### src/rtl/muldiv_ctrl_pkg.sv
// ---------------------------------------------------------------------------
// muldiv_ctrl_pkg
// Shared types and constants for the HI/LO multiply/divide controller:
//   - md_op_e  : op select driven by the main decoder (MULT/MULTU/DIV/DIVU)
//   - state_e  : controller FSM states
//   - helpers  : op classification and two's-complement magnitude
// ---------------------------------------------------------------------------
package muldiv_ctrl_pkg;

   localparam int XLEN  = 32;
   localparam int CNT_W = 6;

   // Last divide iteration: 32 quotient bits, counter runs 0..31.
   localparam logic [CNT_W-1:0] DIV_LAST = 6'd31;

   typedef enum logic [1:0] {
      MD_MULT  = 2'b00,
      MD_MULTU = 2'b01,
      MD_DIV   = 2'b10,
      MD_DIVU  = 2'b11
   } md_op_e;

   typedef enum logic [1:0] {
      IDLE = 2'd0,
      MUL  = 2'd1,
      DIV  = 2'd2,
      DONE = 2'd3
   } state_e;

   function automatic logic is_div_op(input md_op_e op);
      return (op == MD_DIV) || (op == MD_DIVU);
   endfunction

   function automatic logic is_signed_op(input md_op_e op);
      return (op == MD_MULT) || (op == MD_DIV);
   endfunction

   // Magnitude of v when treated as signed (sgn=1), else v unchanged.
   // -32'h8000_0000 wraps to itself, which is the correct unsigned magnitude.
   function automatic logic [XLEN-1:0] magnitude(input logic [XLEN-1:0] v, input logic sgn);
      return (sgn && v[XLEN-1]) ? -v : v;
   endfunction

endpackage

### src/rtl/muldiv_ctrl_if.sv
// ---------------------------------------------------------------------------
// muldiv_ctrl_if
// EX-stage <-> multiply/divide controller connection.
//   master (EX / decoder side): drives start, md_op, opa, opb, flush
//   slave  (muldiv_ctrl)      : drives stall_o, result_valid, hi_o, lo_o
// ---------------------------------------------------------------------------
interface muldiv_ctrl_if;
   import muldiv_ctrl_pkg::*;

   logic            start;         // valid mul/div instruction in EX
   logic [1:0]      md_op;         // MULT, MULTU, DIV, DIVU
   logic [XLEN-1:0] opa;           // rs: multiplicand / dividend
   logic [XLEN-1:0] opb;           // rt: multiplier / divisor
   logic            flush;         // pipeline kill
   logic            stall_o;       // freeze IF..EX
   logic            result_valid;  // one-cycle HI/LO write strobe
   logic [XLEN-1:0] hi_o;          // product high / remainder
   logic [XLEN-1:0] lo_o;          // product low / quotient

   modport master (
      output start, md_op, opa, opb, flush,
      input  stall_o, result_valid, hi_o, lo_o
   );

   modport slave (
      input  start, md_op, opa, opb, flush,
      output stall_o, result_valid, hi_o, lo_o
   );

endinterface

### src/rtl/muldiv_ctrl_div_iter.sv
// ---------------------------------------------------------------------------
// div_iter
// Restoring shift-subtract divider step register (unsigned magnitudes).
// A 64-bit accumulator holds {partial remainder, dividend/quotient bits}.
// Ports:
//   clk, rst            : clock, asynchronous active-high reset
//   load                : capture dividend/divisor, clear partial remainder
//   step                : advance one quotient bit
//   dividend, divisor   : unsigned operands sampled on load
//   quotient, remainder : accumulator contents AFTER the step taken in the
//                         current cycle, so the controller can latch the
//                         final result on the same edge as the 32nd step
// ---------------------------------------------------------------------------
module div_iter
   import muldiv_ctrl_pkg::*;
(
   input  logic            clk,
   input  logic            rst,
   input  logic            load,
   input  logic            step,
   input  logic [XLEN-1:0] dividend,
   input  logic [XLEN-1:0] divisor,
   output logic [XLEN-1:0] quotient,
   output logic [XLEN-1:0] remainder
);

   logic [2*XLEN-1:0] acc_q, acc_next;
   logic [XLEN-1:0]   dvs_q;
   logic [XLEN:0]     rem_sh;   // partial remainder shifted left, next dividend bit in
   logic              fits;

   always_comb begin
      rem_sh = acc_q[2*XLEN-1:XLEN-1];
      fits   = (rem_sh >= {1'b0, dvs_q});
      // When the divisor fits the true difference is < divisor, so the low
      // XLEN bits of the subtraction are exact.
      if (fits) begin
         acc_next = {rem_sh[XLEN-1:0] - dvs_q, acc_q[XLEN-2:0], 1'b1};
      end else begin
         acc_next = {acc_q[2*XLEN-2:0], 1'b0};
      end
   end

   assign quotient  = acc_next[XLEN-1:0];
   assign remainder = acc_next[2*XLEN-1:XLEN];

   // NOTE: wide datapath registers are reset here only because the result
   // path must read as zero after reset; true storage arrays are left unreset.
   always_ff @(posedge clk or posedge rst) begin
      if (rst) begin
         acc_q <= '0;
         dvs_q <= '0;
      end else if (load) begin
         acc_q <= {{XLEN{1'b0}}, dividend};
         dvs_q <= divisor;
      end else if (step) begin
         acc_q <= acc_next;
      end
   end

endmodule

### src/rtl/muldiv_ctrl.sv
// ---------------------------------------------------------------------------
// muldiv_ctrl
// Multi-cycle HI/LO multiply/divide controller for the 5-stage MIPS EX stage.
// Accepts MULT/MULTU/DIV/DIVU from IDLE, stalls the pipeline while busy and
// pulses result_valid for one cycle when hi_o/lo_o hold the new result.
// Ports:
//   clk, rst : core clock, asynchronous active-high reset
//   md       : muldiv_ctrl_if.slave (start, md_op, opa, opb, flush in;
//              stall_o, result_valid, hi_o, lo_o out)
// Parameters:
//   MUL_LAT  : cycles spent in MUL before DONE (>= 1, < 64)
//   WIDTH    : operand width (only 32 supported)
// Build option:
//   MULDIV_EARLY_EXIT_EN : divides with |dividend| < |divisor| skip the
//                          iterations (same results, shorter stall)
// ---------------------------------------------------------------------------
module muldiv_ctrl
   import muldiv_ctrl_pkg::*;
#(
   parameter int MUL_LAT = 2,
   parameter int WIDTH   = 32
)
(
   input  logic          clk,
   input  logic          rst,
   muldiv_ctrl_if.slave  md
);

   localparam logic [CNT_W-1:0] MUL_LAST = CNT_W'(MUL_LAT - 1);

   state_e            state, state_next;
   md_op_e            op_in;
   logic              accept, in_div, in_signed, div_zero, early_exit;
   logic              res_load, div_step;
   logic [XLEN-1:0]   abs_a, abs_b;
   logic [2*XLEN-1:0] product_d, product_q;
   logic [CNT_W-1:0]  cnt_q;
   logic              signed_q, sign_a_q, sign_b_q;
   logic [XLEN-1:0]   div_quo, div_rem, quo_fix, rem_fix;
   logic [WIDTH-1:0]  hi_q, lo_q, hi_d, lo_d;

   // ---------------- request decode ----------------
   assign op_in     = md_op_e'(md.md_op);
   assign in_div    = is_div_op(op_in);
   assign in_signed = is_signed_op(op_in);
   assign accept    = (state == IDLE) && md.start && !md.flush;
   assign abs_a     = magnitude(md.opa, in_signed);
   assign abs_b     = magnitude(md.opb, in_signed);
   assign div_zero  = (md.opb == '0);

`ifdef MULDIV_EARLY_EXIT_EN
   // Quotient is 0 and remainder is opa itself: nothing to iterate.
   assign early_exit = (abs_a < abs_b);
`else
   assign early_exit = 1'b0;
`endif

   // Sign-extend for signed ops; the low 64 bits of a 64x64 product are the
   // correct signed or unsigned 32x32 product.
   assign product_d = {{XLEN{in_signed & md.opa[XLEN-1]}}, md.opa} *
                      {{XLEN{in_signed & md.opb[XLEN-1]}}, md.opb};

   // ---------------- FSM: state register ----------------
   // NOTE: sequential state uses non-blocking assignments so every register
   // samples pre-edge values regardless of process evaluation order.
   always_ff @(posedge clk or posedge rst) begin
      if (rst) state <= IDLE;
      else     state <= state_next;
   end

   // ---------------- FSM: next state ----------------
   // NOTE: state_next gets a default before the case so no path leaves it
   // unassigned, which would otherwise infer a latch.
   always_comb begin
      state_next = state;
      case (state)
         IDLE: begin
            if (accept) begin
               if (!in_div)                     state_next = MUL;
               else if (div_zero || early_exit) state_next = DONE;
               else                             state_next = DIV;
            end
         end
         MUL:     if (cnt_q == MUL_LAST) state_next = DONE;
         DIV:     if (cnt_q == DIV_LAST) state_next = DONE;
         DONE:    state_next = IDLE;
         default: state_next = IDLE;
      endcase
      // Flush kills the operation (and any same-cycle start) in every state.
      if (md.flush) state_next = IDLE;
   end

   // ---------------- FSM: outputs ----------------
   always_comb begin
      md.stall_o      = !rst && (accept || (state == MUL) || (state == DIV));
      md.result_valid = (state == DONE) && !md.flush;
      div_step        = (state == DIV);
   end

   // ---------------- divider ----------------
   div_iter u_div_iter (
      .clk       (clk),
      .rst       (rst),
      .load      (accept && in_div),
      .step      (div_step),
      .dividend  (abs_a),
      .divisor   (abs_b),
      .quotient  (div_quo),
      .remainder (div_rem)
   );

   // Quotient negative when operand signs differ; remainder follows dividend.
   assign quo_fix = (signed_q && (sign_a_q ^ sign_b_q)) ? -div_quo : div_quo;
   assign rem_fix = (signed_q && sign_a_q)              ? -div_rem : div_rem;

   // ---------------- result select ----------------
   // Loaded only on entry to DONE; flushed paths never reach DONE.
   assign res_load = (state_next == DONE) && (state != DONE);

   always_comb begin
      hi_d = hi_q;
      lo_d = lo_q;
      case (state)
         IDLE: begin
            // Direct IDLE->DONE divides: divide-by-zero or early exit.
            hi_d = md.opa;
            lo_d = div_zero ? '1 : '0;
         end
         MUL:     {hi_d, lo_d} = product_q;
         DIV: begin
            hi_d = rem_fix;
            lo_d = quo_fix;
         end
         default: ;
      endcase
   end

   // ---------------- datapath registers ----------------
   always_ff @(posedge clk or posedge rst) begin
      if (rst) begin
         cnt_q     <= '0;
         product_q <= '0;
         signed_q  <= 1'b0;
         sign_a_q  <= 1'b0;
         sign_b_q  <= 1'b0;
         hi_q      <= '0;
         lo_q      <= '0;
      end else begin
         if (accept) begin
            cnt_q    <= '0;
            signed_q <= in_signed;
            sign_a_q <= md.opa[XLEN-1];
            sign_b_q <= md.opb[XLEN-1];
            if (!in_div) product_q <= product_d;
         end else if ((state == MUL) || (state == DIV)) begin
            cnt_q <= cnt_q + 1'b1;
         end
         if (res_load) begin
            hi_q <= hi_d;
            lo_q <= lo_d;
         end
      end
   end

   assign md.hi_o = hi_q;
   assign md.lo_o = lo_q;

endmodule
### src/flat_wrapper.sv
// flat-port wrapper written by rule: the top's interface ports become plain ports
module muldiv_ctrl_flat import muldiv_ctrl_pkg::*;
#(
   parameter int MUL_LAT = 2,
   parameter int WIDTH   = 32
)
  (clk, rst, md_start, md_md_op, md_opa, md_opb, md_flush, md_stall_o, md_result_valid, md_hi_o, md_lo_o);
  muldiv_ctrl_if md_i ();
  input  logic clk;
  input  logic rst;
  input wire logic [$bits(md_i.start)-1:0] md_start;
  input wire logic [$bits(md_i.md_op)-1:0] md_md_op;
  input wire logic [$bits(md_i.opa)-1:0] md_opa;
  input wire logic [$bits(md_i.opb)-1:0] md_opb;
  input wire logic [$bits(md_i.flush)-1:0] md_flush;
  output wire logic [$bits(md_i.stall_o)-1:0] md_stall_o;
  output wire logic [$bits(md_i.result_valid)-1:0] md_result_valid;
  output wire logic [$bits(md_i.hi_o)-1:0] md_hi_o;
  output wire logic [$bits(md_i.lo_o)-1:0] md_lo_o;
  assign md_i.start = md_start;
  assign md_i.md_op = md_md_op;
  assign md_i.opa = md_opa;
  assign md_i.opb = md_opb;
  assign md_i.flush = md_flush;
  assign md_stall_o = md_i.stall_o;
  assign md_result_valid = md_i.result_valid;
  assign md_hi_o = md_i.hi_o;
  assign md_lo_o = md_i.lo_o;
  muldiv_ctrl #(.MUL_LAT(MUL_LAT), .WIDTH(WIDTH)) u_core (.clk(clk), .rst(rst), .md(md_i));
endmodule
### config.mk
export PLATFORM = sky130hd
export DESIGN_NAME = muldiv_ctrl_flat
export DESIGN_NICKNAME = d
export VERILOG_FILES = /design/src/rtl/muldiv_ctrl_pkg.sv /design/src/rtl/muldiv_ctrl_if.sv /design/src/rtl/muldiv_ctrl_div_iter.sv /design/src/rtl/muldiv_ctrl.sv /design/src/flat_wrapper.sv
export SDC_FILE = /design/constraint.sdc
export NUM_CORES = 2
export LEC_CHECK = 0
export BUFFER_PORTS_ARGS = -buffer_cell sky130_fd_sc_hd__buf_2
export CAP_MARGIN = 20
export CORE_MARGIN = 2
export CORE_UTILIZATION = 55
export CTS_CLUSTER_DIAMETER = 50
export DETAILED_ROUTE_END_ITERATION = 16
export GPL_ROUTABILITY_DRIVEN = 1
export PLACE_DENSITY = 0.75
export REMOVE_ABC_BUFFERS = 1
export SYNTH_ARGS = -nofsm -noshare
export SYNTH_HDL_FRONTEND = slang
export SYNTH_SLANG_ARGS = --single-unit
### constraint.sdc
create_clock -name clk -period 8.4 [get_ports clk]
set_input_delay 0.42 -clock clk [delete_from_list [all_inputs] [get_ports clk]]
set_output_delay 0.42 -clock clk [all_outputs]
set_load 0.02 [all_outputs]
==> metrics.md <==
| Metric | Value |
|---|---|
| Status | completed |
| HP Class | in -> async |
| Number of synthesized flops with an enable pin | 0 |
| Synth top area share | between 40% and 50% |
| Slowest-stage cell, CP | fa_1 |
| GR Overflow Total | 0 |
| Pre-Repair DR Iteration Count | 6 |
| Core Region | 95010 um2 |
| Flops & latches, synth | about 240 |
| Commonest cells in the netlist | inv_1, fa_1, nand2_1, and2_1, clkbuf_1 |
| Synth Area in Simple Gates | approximately 16% |
| Routed length per instance | 20.42 um |
| CTS tree | done |
| Xor-xnor portion of the synthesized cell area | ~3.6% |
| Fin crit period | about 8000 ps |
| Tot GR Track Use | between 30% and 40% |
| CTS Buf Count | 27 |
| Worst-margin pin slew | 1202 ps |
| Nets | 7433 |
| DPL Wire Length | between 100000 and 150000 um |
| Synth Area in Compound Gates | roughly 8.4% |
| Rel. slew slack | roughly a fifth |
| Post-synthesis cell type with the largest combined area | fa_1 |
| WP data required | 8830 ps |
| Layout overhead on the synthesized area | 7.588% |
| Tcrit/Tclk final | between 90% and 100% |
| Clock slew at reported path FFs | about 70 ps |
| CTS Sinks | 235 |
| Mux contribution to synthesized area | between 1 and 1.5% |
| # H-tree levels | 1 |
| Initial Util | 55.57% |
| Final worst slack | around 430 ps |
| Clock skew | 27.35 ps |
| CP Data Arrival Time | ~8400 ps |
| Die height | approximately 310 um |
| Share of cells above drive strength 1 | ~7.9% |
| CTS Root Cell | clkbuf_16 |
| Initial antenna violation count | 3 |
| Top post-synthesis cells by area | fa_1, dfrtp_1, inv_1 |
| Crit-path max cell delay | around 550 ps |
| Post-synthesis average cell area | 8.881 um2 |
| GP Congestion | 0.9573 |
| Die Wd | 313.8 um |
| CTS Buffer Depth | 3 |
| Peak Freq | approximately 130 MHz |
| Vias in the first global route | ~44000 |
| Fillers | between 8000 and 9000 |
| Worst skew pair latency | ~590 ps |
| Asr flop ratio synth | between 90% and 100% |
| Synth unique cells | 82 |
| I/O Buffers | around 140 |
| Final Max Tran Viols | 0 |
| Critical Path End Type | flip-flop |
| Placed Cells | 7215 |
| Final Hold Fails | 0 |
| Max Fanout on Critical Path | 14 |
| # IOs | 136 |
| Hold buffers post-CTS | 0 |
| Pre-CTS setup slack | -468.1 ps |
| Die ar. | just under 100000 um2 |
| Setup slack, reg-to-reg | approximately 2500 ps |
| Vias per std cell | roughly 5.7 |
| Post-layout util | 59.79% |
| Final non-filler cell total | ~7300 |
| Startpoint types | input port |
| RSZ-0062 raised after global routing | false |
| WS Path Type | in -> reg |
| Sequential-to-total area share from yosys stat | around 11% |
| Yosys warnings | 0 |
| Largest family of logic cells by synthesized area | adder cells |
| Via count | approximately 40000 |
| Floorplan row count | between 100 and 150 |
| Drt initial violations | between 3000 and 4000 |
| Setup violators final | 0 |
| DRC viols | 0 |
| Syn Std Cell Area | about 53000 um2 |
| First-pass GRT wire length | roughly 240000 um |
| Cells after Synth | 5945 |
| Main synth FF type | dfrtp_1 |
| Max_cap viols | 0 |
| Adder-cell share of the synthesized area | ~50% |
| Most common cell on crit path | fa_1 |
| Cell with the most instances after synthesis | inv_1 |
| Total wire length | 148400 um |
| Post-DRT Antenna Nets | 0 |
| Pin count of the biggest net entering global routing | between 100 and 150 |
==> cell type report <==
type,count,area (um2),area share [%]
Antenna cell,2,5.005,0.008810
Clock buffer,34,742.0,1.306
Clock inverter,16,237.7,0.4185
Inverter,1149,4320,7.606
Multi-Input combinational cell,4187,41220,72.56
Sequential cell,235,5881,10.35
Tap cell,1265,1583,2.786
Timing Repair Buffer,381,2821,4.967
==> worst max-delay path: cells and delay by family <==
family	cells	cell delay, ps
adders and majority gates	9	4000
and+or+nand+nor	4	580
xor gates and xnor gates	1	190
AOI/OAI and AO/OA	7	1670
buffers and inverters	11	1530
==> placed cells by master, fill, tap and decap left out, types with 9 or more instances in the layout <==
master / instances
o21a_1: 12
xnor2_1: 116
a21oi_1: 155
nor2_1: 190
or3_1: 14
ha_1: 253
nor2b_1: 31
a211oi_1: 41
o211ai_1: 19
buf_12: 22
mux2_2: 12
o221ai_1: 12
xor2_1: 100
mux2i_1: 52
a31oi_1: 20
nand3_1: 30
a21o_1: 58
nand2_1: 987
buf_2: 134
o41ai_1: 10
and3_1: 13
nand2b_1: 25
and2_1: 394
buf_4: 222
clkbuf_16: 28
nor4_1: 17
nor3_1: 52
nand4_1: 19
inv_1: 1146
dfrtp_1: 235
fa_1: 1126
o31ai_1: 48
o21ai_0: 238
or4_1: 9
==> through the flow <==
stage,setup TNS [ps],hold WS [ps],cell area [um2]
6_report,0,14.91,56810
5_1_grt,0,68.14,56800
4_1_cts,0,51.39,56740
3_5_place_dp,-3067,460.9,55760
3_3_place_gp,-2436,454.5,55760
2_1_floorplan,-6545,448.4,51330
==> metal layers <==
layer	routed length [um]	vias up	GRT usage, %
li1	-	18040	-
met1	58700	20950	40.89
met2	70570	1807	51.06
met3	12270	392	5.139
met4	6886	2	12.20
met5	16	-	0
==> final timing paths <==
| kind | from | to | cells past startpoint |
|---|---|---|---|
| min in group clk | md_flush | u_core.state[0]$_DFF_PP0_ | 2 |
| setup reg to reg | u_core.u_div_iter.acc_q[42]$_DFFE_PP0P_ | u_core.md.hi_o[14]$_DFFE_PP0P_ | 18 |
| hold reg to reg | u_core.md.lo_o[8]$_DFFE_PP0P_ | u_core.md.lo_o[8]$_DFFE_PP0P_ | 2 |
| max in group asynchronous | rst | u_core.u_div_iter.acc_q[18]$_DFFE_PP0P_ | 3 |
| hold / removal | rst | u_core.md.lo_o[1]$_DFFE_PP0P_ | 2 |
| setup / recovery | md_opb[6] | u_core.product_q[35]$_DFFE_PP0P_ | 32 |
==> state kept, by name, indices dropped and copies added (netlist names), 2 cells and up <==
name / flops
u_core.cnt_q: 6
u_core.md.hi_o: 32
u_core.md.lo_o: 32
u_core.product_q: 64
u_core.state: 2
u_core.u_div_iter.acc_q: 64
u_core.u_div_iter.dvs_q: 32
==> cell families after synthesis <==
family                     after synthesis
adders and majority gates             1382
buffers and inverters                 1523
AOI/OAI and AO/OA                      708
xor gates and xnor gates               216
muxes                                   64
and+or+nand+nor                       1817
DFF                                    235
==> timing repair <==
action	4_1_cts	5_1_grt
setup buffers	0	0
gates resized for setup	0	4
endpoints found under the setup margin	0	9
Power is left out: the tool's default activity adds up to more than one toggle a clock period on the data nets, which glitch-free logic cannot reach.
